<file path="config.mk">
export PLATFORM = sky130hd
export DESIGN_NAME = exec_writeback_unit_flat
export DESIGN_NICKNAME = d
export VERILOG_FILES = /design/src/rtl/exec_writeback_unit_pkg.sv /design/src/rtl/exec_writeback_unit_if.sv /design/src/rtl/exec_writeback_unit_alu_core.sv /design/src/rtl/exec_writeback_unit.sv /design/src/flat_wrapper.sv
export SDC_FILE = /design/constraint.sdc
export NUM_CORES = 1
export LEC_CHECK = 0
export CAP_MARGIN = 20
export CORE_ASPECT_RATIO = 1.1
export CORE_UTILIZATION = 45
export CTS_CLUSTER_SIZE = 16
export DETAILED_ROUTE_END_ITERATION = 12
export GPL_TIMING_DRIVEN = 0
export PLACE_DENSITY_LB_ADDON = 0.2
export SYNTH_ARGS = -nofsm -noshare
export SYNTH_HDL_FRONTEND = slang
export SYNTH_HIERARCHICAL = 1
export SYNTH_SLANG_ARGS = --single-unit
</file>
<file path="constraint.sdc">
create_clock -name clk -period 15.35 [get_ports clk]
set_input_delay 2.3025 -clock clk [delete_from_list [all_inputs] [get_ports clk]]
set_output_delay 2.3025 -clock clk [all_outputs]
set_load 0.01 [all_outputs]
</file>
<file path="src/rtl/exec_writeback_unit_pkg.sv">
// rtl/exec_writeback_unit_pkg.sv - shared control encodings, FSM states and control bundle for the execute/write-back unit
package exec_writeback_unit_pkg;

  localparam int ALU_OP_WIDTH = 4;

  typedef enum logic [ALU_OP_WIDTH-1:0] {
    OP_SUB = 4'h0,
    OP_AND = 4'h1,
    OP_OR  = 4'h3,
    OP_ADD = 4'h7
  } Alu_Operation_t;

  typedef enum logic {
    ALU_SRC_REG = 1'b0,
    ALU_SRC_IMM = 1'b1
  } Alu_Src_t;

  typedef enum logic {
    REG_SRC_MEM = 1'b0,
    REG_SRC_ALU = 1'b1
  } Reg_Data_Src_t;

  typedef enum logic [2:0] {
    IDLE  = 3'd0,
    EXEC  = 3'd1,
    MREQ  = 3'd2,
    MWAIT = 3'd3,
    WB    = 3'd4
  } Exec_State_t;

  typedef struct packed {
    Alu_Operation_t alu_op;
    Alu_Src_t       alu_src;
    Reg_Data_Src_t  reg_src;
    logic           reg_write;
  } Exec_Ctrl_t;

endpackage

</file>
<file path="src/rtl/exec_writeback_unit_if.sv">
// rtl/exec_writeback_unit_if.sv - instruction, load and write-back bundle; illegal_op present with EXEC_ILLEGAL_OP_TRAP_EN
interface exec_writeback_unit_if #(
  parameter int DATA_WIDTH     = 64,
  parameter int REG_ADDR_WIDTH = 5
);

  // Decoded instruction from the control unit / register file read
  logic                      in_valid;
  logic                      in_ready;
  logic [3:0]                alu_op;
  logic                      alu_src;
  logic                      reg_src;
  logic                      reg_write;
  logic [REG_ADDR_WIDTH-1:0] rd_addr;
  logic [DATA_WIDTH-1:0]     rs1_data;
  logic [DATA_WIDTH-1:0]     rs2_data;
  logic [DATA_WIDTH-1:0]     imm;

  // Data-memory load port
  logic                      mem_req_valid;
  logic                      mem_req_ready;
  logic [DATA_WIDTH-1:0]     mem_addr;
  logic                      mem_rsp_valid;
  logic [DATA_WIDTH-1:0]     mem_rsp_data;

  // Register-file write port
  logic                      wb_valid;
  logic                      wb_we;
  logic [REG_ADDR_WIDTH-1:0] wb_rd;
  logic [DATA_WIDTH-1:0]     wb_data;
`ifdef EXEC_ILLEGAL_OP_TRAP_EN
  logic                      illegal_op;
`endif

  modport slave (
    input  in_valid, alu_op, alu_src, reg_src, reg_write, rd_addr, rs1_data, rs2_data, imm,
    output in_ready,
    output mem_req_valid, mem_addr,
    input  mem_req_ready, mem_rsp_valid, mem_rsp_data,
    output wb_valid, wb_we, wb_rd, wb_data
`ifdef EXEC_ILLEGAL_OP_TRAP_EN
    , output illegal_op
`endif
  );

  modport master (
    output in_valid, alu_op, alu_src, reg_src, reg_write, rd_addr, rs1_data, rs2_data, imm,
    input  in_ready,
    input  mem_req_valid, mem_addr,
    output mem_req_ready, mem_rsp_valid, mem_rsp_data,
    input  wb_valid, wb_we, wb_rd, wb_data
`ifdef EXEC_ILLEGAL_OP_TRAP_EN
    , input illegal_op
`endif
  );

endinterface

</file>
<file path="src/rtl/exec_writeback_unit_alu_core.sv">
// rtl/exec_writeback_unit_alu_core.sv - combinational ALU: ADD/SUB wrap, AND/OR bitwise, undefined ops give 0 and flag illegal
module alu_core
  import exec_writeback_unit_pkg::*;
#(
  parameter int DATA_WIDTH = 64
) (
  input  logic [ALU_OP_WIDTH-1:0] op,
  input  logic [DATA_WIDTH-1:0]   a,
  input  logic [DATA_WIDTH-1:0]   b,
  output logic [DATA_WIDTH-1:0]   result,
  output logic                    illegal
);

  // Decode the operation; anything outside the four defined codes is illegal
  always_comb begin
    result  = '0;
    illegal = 1'b0;
    case (op)
      OP_ADD:  result = a + b;
      OP_SUB:  result = a - b;
      OP_AND:  result = a & b;
      OP_OR:   result = a | b;
      default: illegal = 1'b1;
    endcase
  end

endmodule

</file>
<file path="src/rtl/exec_writeback_unit.sv">
// rtl/exec_writeback_unit.sv - one-in-flight execute/load/write-back unit; optional trap via EXEC_ILLEGAL_OP_TRAP_EN
module exec_writeback_unit
  import exec_writeback_unit_pkg::*;
#(
  parameter int DATA_WIDTH     = 64,
  parameter int REG_ADDR_WIDTH = 5
) (
  input logic                  clk,
  input logic                  rst,
  exec_writeback_unit_if.slave bus
);

`ifdef EXEC_ILLEGAL_OP_TRAP_EN
  localparam logic TRAP_EN = 1'b1;
`else
  localparam logic TRAP_EN = 1'b0;
`endif

  Exec_State_t               state_q;
  Exec_State_t               state_d;

  // Instruction captured at acceptance; stable until the next acceptance
  Exec_Ctrl_t                ctrl_q;
  logic [REG_ADDR_WIDTH-1:0] rd_q;
  logic [DATA_WIDTH-1:0]     rs1_q;
  logic [DATA_WIDTH-1:0]     rs2_q;
  logic [DATA_WIDTH-1:0]     imm_q;

  // Registered results that drive the outputs and hold between valid cycles
  logic [DATA_WIDTH-1:0]     mem_addr_q;
  logic [DATA_WIDTH-1:0]     wb_data_q;
  logic [REG_ADDR_WIDTH-1:0] wb_rd_q;
  logic                      wb_we_q;

  logic [DATA_WIDTH-1:0]     op_b;
  logic [DATA_WIDTH-1:0]     alu_result;
  logic                      alu_illegal;
  logic                      trap_hit;
  logic                      take_mem;
  logic                      wb_we_calc;

  logic                      in_ready_c;
  logic                      mem_req_valid_c;
  logic                      wb_valid_c;

  assign op_b = (ctrl_q.alu_src == ALU_SRC_IMM) ? imm_q : rs2_q;

  alu_core #(
    .DATA_WIDTH(DATA_WIDTH)
  ) u_alu_core (
    .op     (ctrl_q.alu_op),
    .a      (rs1_q),
    .b      (op_b),
    .result (alu_result),
    .illegal(alu_illegal)
  );

  // Captured operands do not change until the next acceptance, so the ALU
  // output is still valid in WB and can qualify the trap pulse directly.
  assign trap_hit   = TRAP_EN & alu_illegal;
  assign take_mem   = (ctrl_q.reg_src == REG_SRC_MEM) && !trap_hit;
  assign wb_we_calc = ctrl_q.reg_write && (rd_q != '0) && !trap_hit;

  // State register
  always_ff @(posedge clk) begin
    if (rst) begin
      state_q <= IDLE;
    end else begin
      state_q <= state_d;
    end
  end

  // Next-state and handshake outputs
  always_comb begin
    state_d         = state_q;
    in_ready_c      = 1'b0;
    mem_req_valid_c = 1'b0;
    wb_valid_c      = 1'b0;
    case (state_q)
      IDLE: begin
        in_ready_c = 1'b1;
        if (bus.in_valid) begin
          state_d = EXEC;
        end
      end
      EXEC: begin
        state_d = take_mem ? MREQ : WB;
      end
      MREQ: begin
        mem_req_valid_c = 1'b1;
        if (bus.mem_req_ready) begin
          state_d = MWAIT;
        end
      end
      MWAIT: begin
        if (bus.mem_rsp_valid) begin
          state_d = WB;
        end
      end
      WB: begin
        wb_valid_c = 1'b1;
        state_d    = IDLE;
      end
      default: begin
        state_d = IDLE;
      end
    endcase
  end

  // Capture the instruction, register the ALU result and load data
  always_ff @(posedge clk) begin
    if (rst) begin
      ctrl_q     <= '0;
      rd_q       <= '0;
      rs1_q      <= '0;
      rs2_q      <= '0;
      imm_q      <= '0;
      mem_addr_q <= '0;
      wb_data_q  <= '0;
      wb_rd_q    <= '0;
      wb_we_q    <= 1'b0;
    end else begin
      case (state_q)
        IDLE: begin
          if (bus.in_valid) begin
            ctrl_q <= {bus.alu_op, bus.alu_src, bus.reg_src, bus.reg_write};
            rd_q   <= bus.rd_addr;
            rs1_q  <= bus.rs1_data;
            rs2_q  <= bus.rs2_data;
            imm_q  <= bus.imm;
          end
        end
        EXEC: begin
          if (take_mem) begin
            mem_addr_q <= alu_result;
          end else begin
            wb_data_q <= alu_result;
            wb_rd_q   <= rd_q;
            wb_we_q   <= wb_we_calc;
          end
        end
        MWAIT: begin
          if (bus.mem_rsp_valid) begin
            wb_data_q <= bus.mem_rsp_data;
            wb_rd_q   <= rd_q;
            wb_we_q   <= wb_we_calc;
          end
        end
        default: begin
        end
      endcase
    end
  end

  assign bus.in_ready      = in_ready_c;
  assign bus.mem_req_valid = mem_req_valid_c;
  assign bus.mem_addr      = mem_addr_q;
  assign bus.wb_valid      = wb_valid_c;
  assign bus.wb_we         = wb_we_q;
  assign bus.wb_rd         = wb_rd_q;
  assign bus.wb_data       = wb_data_q;
`ifdef EXEC_ILLEGAL_OP_TRAP_EN
  assign bus.illegal_op    = wb_valid_c & alu_illegal;
`endif

endmodule

</file>
<file path="src/flat_wrapper.sv">
// flat-port wrapper written by rule: the top's interface ports become plain ports
module exec_writeback_unit_flat import exec_writeback_unit_pkg::*;
#(
  parameter int DATA_WIDTH     = 64,
  parameter int REG_ADDR_WIDTH = 5
)
  (clk, rst, bus_in_valid, bus_alu_op, bus_alu_src, bus_reg_src, bus_reg_write, bus_rd_addr, bus_rs1_data, bus_rs2_data, bus_imm, bus_in_ready, bus_mem_req_valid, bus_mem_addr, bus_mem_req_ready, bus_mem_rsp_valid, bus_mem_rsp_data, bus_wb_valid, bus_wb_we, bus_wb_rd, bus_wb_data);
  exec_writeback_unit_if #(.DATA_WIDTH(DATA_WIDTH), .REG_ADDR_WIDTH(REG_ADDR_WIDTH)) bus_i ();
  input logic clk;
  input logic rst;
  input wire logic [$bits(bus_i.in_valid)-1:0] bus_in_valid;
  input wire logic [$bits(bus_i.alu_op)-1:0] bus_alu_op;
  input wire logic [$bits(bus_i.alu_src)-1:0] bus_alu_src;
  input wire logic [$bits(bus_i.reg_src)-1:0] bus_reg_src;
  input wire logic [$bits(bus_i.reg_write)-1:0] bus_reg_write;
  input wire logic [$bits(bus_i.rd_addr)-1:0] bus_rd_addr;
  input wire logic [$bits(bus_i.rs1_data)-1:0] bus_rs1_data;
  input wire logic [$bits(bus_i.rs2_data)-1:0] bus_rs2_data;
  input wire logic [$bits(bus_i.imm)-1:0] bus_imm;
  output wire logic [$bits(bus_i.in_ready)-1:0] bus_in_ready;
  output wire logic [$bits(bus_i.mem_req_valid)-1:0] bus_mem_req_valid;
  output wire logic [$bits(bus_i.mem_addr)-1:0] bus_mem_addr;
  input wire logic [$bits(bus_i.mem_req_ready)-1:0] bus_mem_req_ready;
  input wire logic [$bits(bus_i.mem_rsp_valid)-1:0] bus_mem_rsp_valid;
  input wire logic [$bits(bus_i.mem_rsp_data)-1:0] bus_mem_rsp_data;
  output wire logic [$bits(bus_i.wb_valid)-1:0] bus_wb_valid;
  output wire logic [$bits(bus_i.wb_we)-1:0] bus_wb_we;
  output wire logic [$bits(bus_i.wb_rd)-1:0] bus_wb_rd;
  output wire logic [$bits(bus_i.wb_data)-1:0] bus_wb_data;
  assign bus_i.in_valid = bus_in_valid;
  assign bus_i.alu_op = bus_alu_op;
  assign bus_i.alu_src = bus_alu_src;
  assign bus_i.reg_src = bus_reg_src;
  assign bus_i.reg_write = bus_reg_write;
  assign bus_i.rd_addr = bus_rd_addr;
  assign bus_i.rs1_data = bus_rs1_data;
  assign bus_i.rs2_data = bus_rs2_data;
  assign bus_i.imm = bus_imm;
  assign bus_in_ready = bus_i.in_ready;
  assign bus_mem_req_valid = bus_i.mem_req_valid;
  assign bus_mem_addr = bus_i.mem_addr;
  assign bus_i.mem_req_ready = bus_mem_req_ready;
  assign bus_i.mem_rsp_valid = bus_mem_rsp_valid;
  assign bus_i.mem_rsp_data = bus_mem_rsp_data;
  assign bus_wb_valid = bus_i.wb_valid;
  assign bus_wb_we = bus_i.wb_we;
  assign bus_wb_rd = bus_i.wb_rd;
  assign bus_wb_data = bus_i.wb_data;
  exec_writeback_unit #(.DATA_WIDTH(DATA_WIDTH), .REG_ADDR_WIDTH(REG_ADDR_WIDTH)) u_core (.clk(clk), .rst(rst), .bus(bus_i));
endmodule
</file>
==> flow_summary_export.csv <==
group,metric,value,unit
synthesis,postSynthCellCount,2584,
finish,final_cell_mix,"nand2_1, a21oi_1, clkdlybuf4s50_1",
cts,cts_resized,0,
global_routing,grt_max_degree,14,
synthesis,synth.cell_area,0.0202,mm²
cts,clk_latency,0.56,ns
floorplan,core_area,0.0444,mm²
finish,drive_gt1_frac,0.0809,
worst_setup_path,cp.required,15.76,ns
worst_setup_path,timing.critical_path.from,"u_core/ctrl_q[2]",
routing,drtIter0Drc,1647,
cts,cts_sinks,341,
timing,rsz0062_at_grt,"no",
timing,fin_crit_sh,0.515,
finish,syn2layout_area_growth,29.8,%
floorplan,die-area,0.0458,mm²
worst_setup_path,worstSetupPathType,"register to register",
worst_setup_path,cp-start-kind,"register",
synthesis,yosysWarnings,6,
routing,dr.pass1.iters,5,
floorplan,dieWidth,204,µm
cts,cts_hold_buf,0,
min_path,hold_path_class,"register to register",
placement,place_ws,7.65,ns
timing,post-route-min-period,7.91,ns
floorplan,start_util,0.455,
worst_setup_path,r2r_start,"u_core/ctrl_q[2]",
cts,cts_buffer_depth,3,
power_and_ir_drop,finalPower,3410,µW
run_status,status,"completed",
placement,port_buffers,408,
global_routing,grt_overflow,0,
worst_setup_path,cp.arrival,8.32,ns
placement,place_hpwl,63000,µm
power_and_ir_drop,p_sw_frac,0.398,
routing,wirelength,80000,µm
placement,gp_congestion,0.944,
worst_setup_path,cpMostUsedCell,"a21oi_1",
timing,drv_slew,0,
timing,setup_slack,7.44,ns
floorplan,die_y,224,µm
worst_setup_path,crit_chain,"clkbuf_1, buf_2, mux2_2, or4_4, nor4_4, nand3b_4, nor3_2, a21oi_1, xnor2_1, ha_1, a21oi_1, o21ai_0, or2_2, a311o_1, o31ai_1, a31oi_1, a21oi_1, o21bai_1, xor2_1, a22o_1, o21ai_0, a211oi_1",
finish,antennaDiodeCount,0,
floorplan,num_rows,81,
power_and_ir_drop,power.share.combinational,0.440,
worst_setup_path,crit_fanout,10,
power_and_ir_drop,vdd_drop_max,0.0794,mV
timing,fmax,0.126,GHz
timing,max_slew.worst_pin.slew,1.25,ns
global_routing,grt_usage,0.337,
timing,clock_skew,0.0204,ns
cts,htreeDepth,2,
power_and_ir_drop,p_sw,1360,µW
cts,numCtsBuffers,38,
power_and_ir_drop,p_clk_frac,0.262,
synthesis,syn-num-nets,2924,
flow_run,maxCapViolCount,0,
routing,vias,21110,
worst_setup_path,crit_path_end_kind,"register",
routing,post_drt_wl_per_cell,22.0,µm
power_and_ir_drop,p_seq_frac,0.298,
worst_setup_path,max_stage_delay,0.90,ns
synthesis,synth_area_per_cell,7.82,µm²
power_and_ir_drop,internal-power,2060,µW
timing,slew_headroom,0.166,
timing,fin_tns_setup,0,ns
finish,final_nets,3373,
cts,clk_pin_slew,0.06,ns
power_and_ir_drop,p_per_area,130,mW/mm²
min_path,min_from,"u_core/rs2_q[22]",
finish,final_util,0.591,
global_routing,grt_first_pass_wirelength,117000,µm
cts,root_buffer,"clkbuf_16",
power_and_ir_drop,p_leak,0.00987,µW
global_routing,grt_pass1_vias,20279,
finish,final_common_cell,"nand2_1",
floorplan,pin_count,410,
global_routing,antenna_found_initial,0,
routing,antenna_left,0,
routing,via_per_inst,5.81,
worst_setup_path,reg2reg_depth,22,
cts,cts_setup_buffers,0,
min_path,hold-path-cell-count,2,
cts,cts_tree,"yes",
routing,drc,0,
timing,finalHoldViolCount,0,
worst_setup_path,slowest_stage,"clkbuf_1",
timing,setup_viol,0,
==> worst max-delay path, delay by kind of cell, from the launching register on <==
family          cells  cell delay [ns]
simple gates        5             1.80
compound gates     11             3.00
xor+xnor            2             0.38
mux                 1             0.44
flops               1             0.40
fa+ha+maj           1             0.39
buf+inv             2             1.33
==> state kept, by name, summed over array words and instances (netlist names) <==
| register | flops |
|---|---|
| u_core/imm_q | 64 |
| u_core/rd_q | 5 |
| u_core/rs2_q | 64 |
| u_core/bus.wb_we | 1 |
| u_core/rs1_q | 64 |
| u_core/bus.wb_data | 64 |
| u_core/bus.wb_rd | 5 |
| u_core/ctrl_q | 7 |
| u_core/bus.mem_addr | 64 |
| u_core/state_q | 3 |
==> final cells by class <==
cell class                 instances  area, µm²
clock inverter                     9       88.8
clock buffer                      53       1100
buffer                           204        966
fill                            4143      18200
tap                              581        727
multi-input combinational       2012      12300
timing repair buffer             409       4100
sequential                       341       6830
inverter                          27        101
==> per-layer routing <==
layer / vias up / global-route usage / wire [µm]
li1: 9996 / - / -
met1: 10020 / 0.435 / 33300
met2: 942 / 0.564 / 37100
met3: 152 / 0.0575 / 6850
met4: 0 / 0.117 / 2700
met5: - / 0 / 0
==> path summary, 6_finish.rpt <==
kind                                                to  slack (ns)
worst max-delay path            u_core/bus.wb_data[58]        7.44
worst min-delay path                  u_core/rs2_q[22]        0.45
worst max register to register  u_core/bus.wb_data[58]        7.44
worst min register to register        u_core/rs2_q[22]        0.45
==> power by group through the flow <==
stage,combinational (µW),sequential [µW],clock (µW)
floorplan,934,1030,0
global placement,1450,1030,0
detailed placement,1460,1030,0
CTS,1460,1020,907
global route,1600,1020,945
finish,1500,1020,896
==> per-stage QoR <==
step	area, µm²	hold WS [ns]	cells
2_1_floorplan	20200	0.433	2584
5_1_grt	26200	0.470	3636
3_5_place_dp	25000	0.447	3574
4_1_cts	26200	0.456	3636
6_report	26200	0.454	3636
3_3_place_gp	25000	0.441	3573
No activity file was read; power rests on OpenSTA's default activity.
